**src/rtl/fracnet_udiv_seq.sv**
```systemverilog
// fracnet_udiv_seq
// Sequential unsigned restoring divider, one quotient bit per cycle (no DSP).
// Inverse of the FracNet 8x11 multiplier; also used for rescaling/normalising.
//
// Ports
//   ap_clk       clock, rising edge
//   ap_rst_n     asynchronous active-low reset
//   in_valid     operand pair valid
//   in_ready     block idle, can accept an operand pair
//   dividend     unsigned dividend  [DIVIDEND_WIDTH-1:0]
//   divisor      unsigned divisor   [DIVISOR_WIDTH-1:0]
//   out_valid    result valid (held until out_ready)
//   out_ready    consumer accepts result
//   quotient     dividend / divisor (all ones on divide-by-zero)
//   remainder    dividend % divisor (dividend LSBs on divide-by-zero)
//   div_by_zero  result came from divisor == 0
module fracnet_udiv_seq #(
  parameter int unsigned DIVIDEND_WIDTH = 19,
  parameter int unsigned DIVISOR_WIDTH  = 11
) (
  input  logic                      ap_clk,
  input  logic                      ap_rst_n,
  input  logic                      in_valid,
  output logic                      in_ready,
  input  logic [DIVIDEND_WIDTH-1:0] dividend,
  input  logic [DIVISOR_WIDTH-1:0]  divisor,
  output logic                      out_valid,
  input  logic                      out_ready,
  output logic [DIVIDEND_WIDTH-1:0] quotient,
  output logic [DIVISOR_WIDTH-1:0]  remainder,
  output logic                      div_by_zero
);

  localparam int unsigned DW = DIVIDEND_WIDTH;
  localparam int unsigned SW = DIVISOR_WIDTH;
  localparam int unsigned CW = (DW > 1) ? $clog2(DW) : 1;

  typedef enum logic [1:0] {
    IDLE,
    CALC,
    DONE
  } state_t;

  state_t        state, state_nx;
  logic [CW-1:0] cnt;
  // Dividend bits leave at the MSB while quotient bits enter at the LSB;
  // after DW steps the register holds the complete quotient.
  logic [DW-1:0] wq;
  logic [SW-1:0] dsr;
  logic [SW-1:0] r;

  logic [SW:0]   t;
  logic          tge;
  logic [SW-1:0] r_nx;
  logic [DW-1:0] wq_nx;

  // One restoring step. t carries the extra bit needed for the compare;
  // the difference always fits SW bits because r < divisor before the step.
  always_comb begin
    t     = {r, wq[DW-1]};
    tge   = (t >= {1'b0, dsr});
    r_nx  = tge ? (t[SW-1:0] - dsr) : t[SW-1:0];
    wq_nx = {wq[DW-2:0], tge};
  end

  always_ff @(posedge ap_clk or negedge ap_rst_n) begin
    if (!ap_rst_n) begin
      state <= IDLE;
    end else begin
      state <= state_nx;
    end
  end

  always_comb begin
    state_nx = state;
    case (state)
      IDLE: begin
        if (in_valid) begin
          state_nx = (divisor == '0) ? DONE : CALC;
        end
      end
      CALC: begin
        if (cnt == '0) begin
          state_nx = DONE;
        end
      end
      DONE: begin
        if (out_ready) begin
          state_nx = IDLE;
        end
      end
      default: state_nx = IDLE;
    endcase
  end

  assign in_ready  = (state == IDLE);
  assign out_valid = (state == DONE);

  always_ff @(posedge ap_clk or negedge ap_rst_n) begin
    if (!ap_rst_n) begin
      cnt         <= '0;
      wq          <= '0;
      dsr         <= '0;
      r           <= '0;
      quotient    <= '0;
      remainder   <= '0;
      div_by_zero <= 1'b0;
    end else begin
      case (state)
        IDLE: begin
          if (in_valid) begin
            wq  <= dividend;
            dsr <= divisor;
            r   <= '0;
            cnt <= CW'(DW - 1);
            if (divisor == '0) begin
              quotient    <= '1;
              remainder   <= dividend[SW-1:0];
              div_by_zero <= 1'b1;
            end
          end
        end
        CALC: begin
          wq  <= wq_nx;
          r   <= r_nx;
          cnt <= cnt - 1'b1;
          if (cnt == '0) begin
            quotient    <= wq_nx;
            remainder   <= r_nx;
            div_by_zero <= 1'b0;
          end
        end
        default: ;
      endcase
    end
  end

endmodule

```
**config.mk**
```make
export PLATFORM = sky130hd
export DESIGN_NAME = fracnet_udiv_seq
export DESIGN_NICKNAME = d
export VERILOG_FILES = /design/src/rtl/fracnet_udiv_seq.sv
export SDC_FILE = /design/constraint.sdc
export NUM_CORES = 1
export LEC_CHECK = 0
export BUFFER_PORTS_ARGS = -buffer_cell sky130_fd_sc_hd__buf_2
export CORE_UTILIZATION = 56
export DETAILED_ROUTE_END_ITERATION = 8
export PLACE_DENSITY = 0.76
export SYNTH_ARGS = -nofsm -noshare
export SYNTH_HDL_FRONTEND = slang
export SYNTH_SLANG_ARGS = --single-unit
```
**constraint.sdc**
```tcl
create_clock -name ap_clk -period 2.7 [get_ports ap_clk]
set_input_delay 0.27 -clock ap_clk [delete_from_list [all_inputs] [get_ports ap_clk]]
set_output_delay 0.27 -clock ap_clk [all_outputs]
set_load 0.005 [all_outputs]
```
==> reports/qor.yml <==
synth:
  netlist_top_cells_count: "dfrtp_1, nor2_1, nand2_1"
  yosys.area.top_type: "dfrtp_1"
  syn_inst: 436
  ys_types: 49
  ys_ff_latch: 79
  synth_edf_count: 0
  ys_warn_count: 0
  yosysSeqAreaShare: 0.490
  yosysTopAreaCellShare: 0.490
  synth_nets: 484
  async_reset_ff_frac: 1.00
  syn-mean-instance-area_sq_um: 9.25
  synth_area_sq_um: 4030
  synthMostInstantiatedCell: "dfrtp_1"
  ys.flop_type: "dfrtp_1"
  ys_top_cells_by_area: "dfrtp_1, nor2_1, nand2_1, mux2i_1, o21ai_0"
worst_setup_path:
  startpoint_type: "flop"
  rr_worst_depth: 8
  cp_max_fo: 6
  rrSetupSlack_ps: 160
  arrival_ps: 2770
  crit_type: "flop to flop"
  cp-end-kind: "flop"
  required_ps: 2930
placed_design:
  dpl.cell_count: 590
  place.port_buffers: 66
  preCtsSetupSlack_ps: 28.0
  dpl_cell_area_sq_um: 4520
  dpl.hpwl_um: 7080
  gp_congestion: 0.896
grt:
  grt_pass1_vias: 3225
  grt_pass1_wl_um: 15800
  grt_remaining_overflow: 0
  antenna_found_initial: 0
  gr-usage-all-layers: 0.276
  grt_start_max_net_pins: 80
clock_network:
  htreeDepth: 3
  cts_tree: "done"
  path_clk_slew_ps: 100
  cts_buffers: 9
  cts_root_buffer: "clkbuf_8"
  clockBufferDepth: 2
  clock_latency_ps: 360
  hold_buffers: 0
  cts_sinks: 79
sta:
  worst_pin_slew_ps: 983
  slew_viol_final: 0
  slew_headroom: 0.345
  final.setup.worst_slack_ps: 159
  fmax_ghz: 0.394
  finalSetupTns_ps: 0
  setup_viol: 0
  hold_viol: 0
  fin_crit_sh: 0.941
  holdWs_ps: 45.4
  min_period_ps: 2540
  fin_skew_ps: 14.8
power_and_ir_drop:
  powerDensity_nw_per_um2: 1460
  p_leak_nw: 2.16
  ir_drop_mv: 0.748
floorplan:
  floorplan.rows: 30
  die_w_um: 86.9
  core_area_sq_um: 6870
  initial_core_util: 0.587
  die-area_sq_um: 7540
  io_pins: 67
  die_y_um: 86.9
layout:
  area_delta_synth_final_pct: 18.0
  finalNonFillerCells: 608
  fillerInstances: 578
  multi_input_area_sq_um: 1920
  diodes: 0
  final_area_sq_um: 4760
  drive_gt1_frac: 0.213
  nNetsFinal: 555
  ff_latch_area_sq_um: 1980
routing:
  firstDrtPassIters: 5
  wl_um: 9890
  via_count: 3399
  routedWlPerCell_um: 16.3
  drc: 0
  drt-initial-drc-count: 258
  via_per_inst: 5.59
  ant_nets: 0
run_status:
  status: "finished, final reports clean"
run:
  cap_viol_max_count: 0
hold_path:
  min_path_type: "input pin to async pin"
## placed cells by master (no fill, tap or decap), drive strengths merged, types with 4 or more instances in the layout
cell,n
a22oi,8
a211oi,6
a21oi,17
mux2i,19
nor3,23
clkbuf,9
buf,81
dfrtp,79
nor2,60
nand2b,4
ha,13
xnor2,7
nand3,5
nor2b,11
a31oi,4
nand2,51
nor4,4
o21ai,49
o211ai,7
inv,22
## metal layers
layer  share of wire  wire length, um  GRT usage
met1            0.47             4610      0.395
met2            0.47             4610      0.440
met3           0.054              532     0.0360
met4           0.014              138     0.0864
met5               0                0          0
## path summary, 6_finish.rpt
| check | from | end |
|---|---|---|
| max | r[5] | r[7] |
| min | ap_rst_n | r[9] |
| max reg2reg | r[5] | r[7] |
| min reg2reg | dsr[0] | dsr[0] |
| max in group asynchronous | ap_rst_n | dsr[1] |
| min in group ap_clk | out_ready | state[1] |
## layout make-up
| class | count | share of cell area |
|---|---|---|
| flip-flops and latches | 79 | 0.416 |
| multi-input cells | 318 | 0.405 |
| repair buffers | 81 | 0.102 |
| clock buffers | 9 | 0.0260 |
| well taps | 96 | 0.0252 |
| inverters | 18 | 0.0142 |
| clock inverters | 7 | 0.0129 |
## kinds of logic (layout without fill, tap and decap cells)
| group | count (synthesis) | count (layout) | share of synthesized area |
|---|---|---|---|
| mux | 19 | 19 | 0.0472 |
| xor+xnor | 10 | 10 | 0.0217 |
| compound gates | 104 | 105 | 0.160 |
| simple gates | 170 | 170 | 0.193 |
| fa+ha+maj | 14 | 14 | 0.0453 |
| flops | 79 | 79 | 0.490 |
| buf+inv | 40 | 115 | 0.0422 |
## state kept, by name, indices dropped and copies added, names as in the netlist
name,flops
quotient,19
wq,19
dsr,11
state,2
r,11
cnt,5
remainder,11
div_by_zero,1
## critical path, stage by stage (launching register included)
cell and delay, ps:
dfrtp_1 420, ha_1 340, o21ai_0 280, o21bai_2 150
nor4_4 380, nor2_4 90, a31oi_4 320, mux2i_1 330
o21ai_1 100
## power by group
part	total [mW]	internal (mW)	switching [mW]
clock	0.839	0.351	0.487
combinational	3.89	1.72	2.17
sequential	2.21	1.78	0.429
## through the flow
stage / utilization / power, mW
final: 0.693 / 6.94
after global routing: 0.693 / 7.49
after CTS: 0.685 / 6.73
after detailed placement: 0.658 / 5.89
after global placement: 0.658 / 5.79
after floorplan: - / 4.80
## repair_timing
action	CTS	global route
buffers inserted	0	1
setup endpoints to repair	0	21
resized for setup	0	3
(Power assumes the default switching activity.)
